[config.mk]
export PLATFORM = sky130hd
export DESIGN_NAME = fetch_sequencer
export DESIGN_NICKNAME = d
export VERILOG_FILES = /design/src/rtl/fetch_pkg.sv /design/src/rtl/fetch_sequencer_jump_cond.sv /design/src/rtl/fetch_sequencer.sv
export SDC_FILE = /design/constraint.sdc
export NUM_CORES = 1
export LEC_CHECK = 0
export ABC_AREA = 1
export BUFFER_PORTS_ARGS = -buffer_cell sky130_fd_sc_hd__buf_2
export CAP_MARGIN = 30
export CELL_PAD_IN_SITES_DETAIL_PLACEMENT = 0
export CELL_PAD_IN_SITES_GLOBAL_PLACEMENT = 1
export CORE_MARGIN = 4
export CORE_UTILIZATION = 25
export CTS_BUF_LIST = sky130_fd_sc_hd__clkbuf_8
export DETAILED_ROUTE_END_ITERATION = 8
export PLACE_DENSITY_LB_ADDON = 0.1
export SLEW_MARGIN = 25
export SYNTH_ARGS = -nofsm -noshare
export SYNTH_HDL_FRONTEND = slang
export SYNTH_SLANG_ARGS = --single-unit
[constraint.sdc]
create_clock -name clck -period 2.6 [get_ports clck]
set_input_delay 0.26 -clock clck [delete_from_list [all_inputs] [get_ports clck]]
set_output_delay 0.26 -clock clck [all_outputs]
set_load 0.005 [all_outputs]
[src/rtl/fetch_pkg.sv]
// Shared definitions for the fetch sequencer: opcodes, FSM states, PC width.
package fetch_pkg;

  localparam int PC_W = 12;

  localparam logic [3:0] OP_JC   = 4'h8;
  localparam logic [3:0] OP_JZ   = 4'h9;
  localparam logic [3:0] OP_JMP  = 4'hE;
  localparam logic [3:0] OP_HALT = 4'hF;

  typedef enum logic [1:0] {
    IDLE   = 2'd0,
    FETCH  = 2'd1,
    DECODE = 2'd2,
    HALT   = 2'd3
  } state_t;

endpackage

[src/rtl/fetch_sequencer_jump_cond.sv]
// Combinational jump decision: flags a conditional-jump opcode and whether
// the current opcode transfers control (JMP always, JC/JZ on their flag).
module jump_cond
  import fetch_pkg::*;
(
  input  logic [3:0] instr,
  input  logic       c_flag,
  input  logic       z_flag,
  output logic       is_cond,
  output logic       taken
);

  // Decode the opcode into conditional/taken indications
  always_comb begin
    is_cond = 1'b0;
    taken   = 1'b0;
    case (instr)
      OP_JMP: begin
        is_cond = 1'b0;
        taken   = 1'b1;
      end
      OP_JC: begin
        is_cond = 1'b1;
        taken   = c_flag;
      end
      OP_JZ: begin
        is_cond = 1'b1;
        taken   = z_flag;
      end
      default: begin
        is_cond = 1'b0;
        taken   = 1'b0;
      end
    endcase
  end

endmodule

[src/rtl/fetch_sequencer.sv]
// Control sequencer for the 4-bit CPU: drives PC/fetch-register strobes,
// resolves jumps and halt, issues exec and counts retired instructions.
// Optional single-step input enabled by macro FETCH_SEQUENCER_STEP_EN.
module fetch_sequencer
  import fetch_pkg::*;
#(
  parameter int CNT_W = 8
) (
`ifdef FETCH_SEQUENCER_STEP_EN
  input  logic             step,
`endif
  input  logic             clck,
  input  logic             rst,
  input  logic             run,
  input  logic             c_flag,
  input  logic             z_flag,
  input  logic [3:0]       INSTR,
  input  logic [3:0]       OPRND,
  input  logic [7:0]       PB,
  output logic             EN1,
  output logic             EN2,
  output logic             LD,
  output logic [PC_W-1:0]  INP,
  output logic             exec,
  output logic             halted,
  output logic [CNT_W-1:0] retired
);

  state_t state;
  logic   is_cond;
  logic   taken;
  logic   start;

  jump_cond u_jump_cond (
    .instr   (INSTR),
    .c_flag  (c_flag),
    .z_flag  (z_flag),
    .is_cond (is_cond),
    .taken   (taken)
  );

`ifdef FETCH_SEQUENCER_STEP_EN
  logic step_prev;

  // Remember last step level so a held step launches only one instruction
  always_ff @(posedge clck or negedge rst) begin
    if (!rst) begin
      step_prev <= 1'b0;
    end else begin
      step_prev <= step;
    end
  end

  assign start = run | (step & ~step_prev);
`else
  assign start = run;
`endif

  // State sequencing and retired-instruction counter
  always_ff @(posedge clck or negedge rst) begin
    if (!rst) begin
      state   <= IDLE;
      retired <= {CNT_W{1'b0}};
    end else begin
      case (state)
        IDLE: begin
          if (start) begin
            state <= FETCH;
          end else begin
            state <= IDLE;
          end
        end
        FETCH: begin
          state <= DECODE;
        end
        DECODE: begin
          if (INSTR == OP_HALT) begin
            state <= HALT;
          end else begin
            retired <= retired + {{(CNT_W-1){1'b0}}, 1'b1};
            state   <= run ? FETCH : IDLE;
          end
        end
        HALT: begin
          state <= HALT;
        end
        default: begin
          state <= IDLE;
        end
      endcase
    end
  end

  // Strobe decode from current state and fetched instruction
  always_comb begin
    EN1    = 1'b0;
    EN2    = 1'b0;
    LD     = 1'b0;
    INP    = {PC_W{1'b0}};
    exec   = 1'b0;
    halted = 1'b0;
    case (state)
      IDLE: begin
        halted = 1'b0;
      end
      FETCH: begin
        EN1 = 1'b1;
        EN2 = 1'b1;
      end
      DECODE: begin
        if (INSTR == OP_HALT) begin
          halted = 1'b0;
        end else if (taken) begin
          LD  = 1'b1;
          INP = {OPRND, PB};
        end else if (is_cond) begin
          // Untaken branch: step the PC over the address byte
          EN1 = 1'b1;
        end else begin
          exec = 1'b1;
        end
      end
      HALT: begin
        halted = 1'b1;
      end
      default: begin
        halted = 1'b0;
      end
    endcase
  end

endmodule
# Yosys cells after proc, flatten, opt, wreduce, memory -nomap -nowiden
# Cells that the tools add are included.
# word_totals
reg_bits	10
in_bits	21
# op_classes
addsub	1
eq_ne	7
mux	21
bitwise_logic	1
n_reduce_logical	3
# op_table
cell	n
12-bit 2-to-1 mux	3
4-bit equality test, second input constant	4
1-bit 2-to-1 mux	14
8-bit by 1-bit adder with 8-bit output, second input constant	1
2-bit case mux with 4 select lines	1
2-bit equality test, second input constant	2
1-bit case mux with 3 select lines	1
2-bit by 1-bit equality test with 1-bit output, second input constant	1
2-bit zero test	1
2-bit 2-to-1 mux	1
1-bit case mux with 2 select lines	1
2-bit AND reduction	1
2-bit OR reduction	1
1-bit inverter	1

# Longest topological paths before layout
# logic_depth
word_depth	7
ltp_mapped	8

# Cells and area by module
# Synthesis repeated with hierarchy kept, for this count alone.
# unflattened
cells_unflattened	113
hier_area_um2	787.0
# modules_own_cells
mod	n_inst	cells_each	area_per_inst_um2	seq_area_each_um2
fetch_sequencer	1	103	744.5	250.2
jump_cond	1	10	42.5	0.0

# Least setup slack after synthesis
# OpenSTA, ideal clock, no wires.
# synth_path
path_kind	register -> output
startpoint	reg state[0]
endpoint	out INP[10]
arrival_time_ns	1.048
required_ns	2.340
path_slack_ns	1.292
stages_incl_launch_ff	6
path_cell_list	dfrtp_1 -> inv_1 -> ha_1 -> nand2_2 -> buf_6 -> nor2_2
# synth_via
elab_chain_len	2
# synth_lines
element	line_no	text
from (decl)	fetch_sequencer.sv:29	state_t state;
from (signal assigned)	fetch_sequencer.sv:81	state <= run ? FETCH : IDLE;
2-bit equality test	fetch_sequencer.sv:102	case (state)
12-bit 2-to-1 mux	fetch_sequencer.sv:102	
to (decl)	fetch_sequencer.sv:23	output logic [PC_W-1:0] INP,
# Every way passes these cells.

# Worst setup path after layout
# layout_path
startpoint	reg state[0]
endpoint	out INP[11]
# The elaborated chain is that of the path after synthesis.

==> flow_summary.json <==
{
  "setup_viol": 0,
  "rrSetupSlack_ps": 1140,
  "path_max_fanout": 13,
  "critical_path_class": "register to primary output",
  "drive_gt1_share_pct": 39.26,
  "min_from": "run",
  "drc": 0,
  "cts_root_buf": "clkbuf_8",
  "diodes": 0,
  "cp.depth": 5,
  "slowest_stage": "dfrtp_1",
  "grt_setup_unrepaired": "no",
  "reg2reg_from": "state[0]",
  "finalCritPeriodShare_pct": 70.29,
  "cts_setup_buffers": 0,
  "grt_max_degree": 14,
  "antenna_found_initial": 0,
  "wl_per_cell_um": 9.000,
  "leakage_nw": 0.7012,
  "synth_seq_area_share_pct": 31.95,
  "r2r_end": "retired[2]",
  "r2r_cells": 6,
  "tns_ps": 0,
  "fmax_mhz": 547.2,
  "cts.sinks": 10,
  "cp_top_family": "flip-flops",
  "fillers": 329,
  "synth_area_sq_um": 783.3,
  "tritoncts": "yes",
  "cts.path.max_buffers": 2,
  "overflow": 0,
  "syn_avg_cell_area_sq_um": 6.871,
  "dpl_worst_slack_ps": 1028,
  "clk_latency_ps": 230,
  "yosysUniqueCellTypes": 20,
  "die_h_um": 63.98,
  "core_area_sq_mm": 0.003028,
  "worst_slack_ps": 772.4,
  "yosysWarnings": 0,
  "p_total_w": 0.0008047,
  "grt_usage_pct": 9.469,
  "gp_congestion": 0.7278,
  "postRouteAntennaNets": 0,
  "num_vias": 799,
  "initialDrtViolationCount": 30,
  "hp-class": "input port to register",
  "cp-end-kind": "primary output",
  "cp.arrival_ps": 1570,
  "holdWs_ps": 270.9,
  "cp_num_buf_inv": 2,
  "slew_headroom_pct": 76.47,
  "synth.net_count": 140,
  "worstPathCellList": "inv_1, ha_1, nand2_2, nor2_1, buf_2",
  "final_nets": 190,
  "critPathLaunchType": "register",
  "std_cell_rows": 20,
  "peakVddDrop_mv": 0.4616,
  "initial_core_util_pct": 25.87,
  "worstHoldEndpoint": "state[0]",
  "drt-pass1-iter-count": 4,
  "grt_pass1_wl_um": 3105,
  "synth_cells": 114,
  "power_density_mw_per_mm2": 720.2,
  "ys_ff_latch": 10,
  "cts_buffers": 3,
  "fin_skew_ps": 4.012,
  "drv_cap": 0,
  "min_period_ps": 1828,
  "dp_hpwl_um": 1597,
  "die_w_um": 63.98,
  "drv_slew": 0,
  "ios": 46,
  "io_buffers": 45,
  "worstPathRequired_ps": 2340,
  "clk_pin_slew_ps": 50,
  "cts_max_level": 1,
  "grt_pass1_vias": 727,
  "die-area_sq_mm": 0.004093,
  "hold_viol": 0,
  "cpPeakStageDelay_ps": 410,
  "area_growth_pct": 42.65,
  "via_per_inst": 3.860,
  "routed_wl_um": 1863,
  "tightest_slew_ps": 351.7,
  "holdPathStages": 3,
  "outcome": "completed"
}
synthesized netlist by cell type:
cell | n | area (sq um)
nand3b_1 | 1 | 7.510
buf_6 | 1 | 11.26
nor2_2 | 9 | 56.30
nand2_2 | 2 | 12.51
dfrtp_1 | 10 | 250.2
o21ai_1 | 1 | 5.000
xnor2_1 | 2 | 17.52
o21ai_2 | 1 | 8.760
ha_1 | 5 | 62.56
o21ai_0 | 5 | 25.02
xor2_1 | 2 | 17.52
a21oi_1 | 2 | 10.01
nor2_4 | 2 | 22.52
inv_1 | 27 | 101.4
nand2_1 | 28 | 105.1
nand4_1 | 2 | 12.51
nor3_1 | 1 | 5.000
inv_2 | 1 | 3.750
nor2_1 | 9 | 33.78
nand3_1 | 3 | 15.01
worst reg2reg max path, delay by kind of cell (launching register included):
family                   cells  cell delay [ps]
flip-flops                   1              410
AND/OR/NAND/NOR              2              310
adder cells (fa/ha/maj)      1              290
buffers and inverters        2              200
XOR/XNOR                     1              130
power breakdown:
| part | total, W | internal [W] | switching [W] | leakage [nW] |
|---|---|---|---|---|
| Combinational | 0.000333 | 0.000151 | 0.000183 | 0.543 |
| Clock | 0.000192 | 0.000133 | 0.0000591 | 0.0288 |
| Sequential | 0.000279 | 0.000215 | 0.0000645 | 0.129 |
repair_timing:
action	4_1_cts	5_1_grt
hold buffers	1	0
hold endpoints to repair	10	0
gates resized for setup	0	0
cell families after synthesis:
kind of cell | after synthesis | share of synthesized area (%)
DFF | 10 | 31.95
AOI/OAI and AO/OA | 9 | 6.229
xor gates and xnor gates | 4 | 4.474
adders and majority gates | 5 | 7.987
buffers and inverters | 29 | 14.86
and+or+nand+nor | 57 | 34.50
flip-flops by register name, summed over array words and instances, names as in the netlist:
register and count:
retired 8, state 2
layout by cell type, fill, tap and decap left out:
| master | instances |
|---|---|
| nand3b_1 | 1 |
| nor2_4 | 2 |
| xnor2_1 | 2 |
| a21oi_1 | 2 |
| nor2_1 | 9 |
| inv_1 | 27 |
| o21ai_1 | 1 |
| clkbuf_8 | 4 |
| nor2_2 | 9 |
| nor3_1 | 1 |
| dlygate4sd3_1 | 1 |
| buf_2 | 45 |
| nand4_1 | 2 |
| nand2_2 | 2 |
| nand3_1 | 3 |
| o21ai_2 | 1 |
| xor2_1 | 2 |
| ha_1 | 5 |
| o21ai_0 | 5 |
| inv_2 | 1 |
| nand2_1 | 28 |
| dfrtp_1 | 10 |
layer usage:
| layer | routed length, um | up-vias | global-route usage [%] | share of wire, % |
|---|---|---|---|---|
| met2 | 859 | 24 | 16.26 | 46 |
| li1 | - | 431 | - | - |
| met1 | 854 | 344 | 11.22 | 46 |
| met3 | 149 | 0 | 4.218 | 8.0 |
| met5 | 0 | - | 0 | 0 |
| met4 | 0 | 0 | 0.8086 | 0 |
cell type report:
cell class                 instances  area [sq um]  area share (%)
clock buffer                       4         55.05           4.927
sequential                        10         250.2           22.40
timing repair buffer              46         235.2           21.05
multi-input combinational         75         416.7           37.29
inverter                          28         105.1           9.407
tap                               44         55.05           4.927
worst max-delay path by stage:
stage             start       to  slack (ps)
2_1_floorplan  state[0]  INP[10]        1290
3_3_place_gp   state[0]   INP[0]        1070
3_5_place_dp   state[0]  INP[11]        1030
4_1_cts        state[0]  INP[11]         760
5_1_grt        state[0]  INP[11]         620
6_report       state[0]  INP[11]         770
per-stage QoR:
step,util (%),std cells,area [sq um]
2_1_floorplan,-,114,783.3
3_3_place_gp,34.75,202,1052
3_5_place_dp,34.75,202,1052
4_1_cts,36.90,207,1117
5_1_grt,36.90,207,1117
6_report,36.90,207,1117
Power figures use the tool's default switching activity.
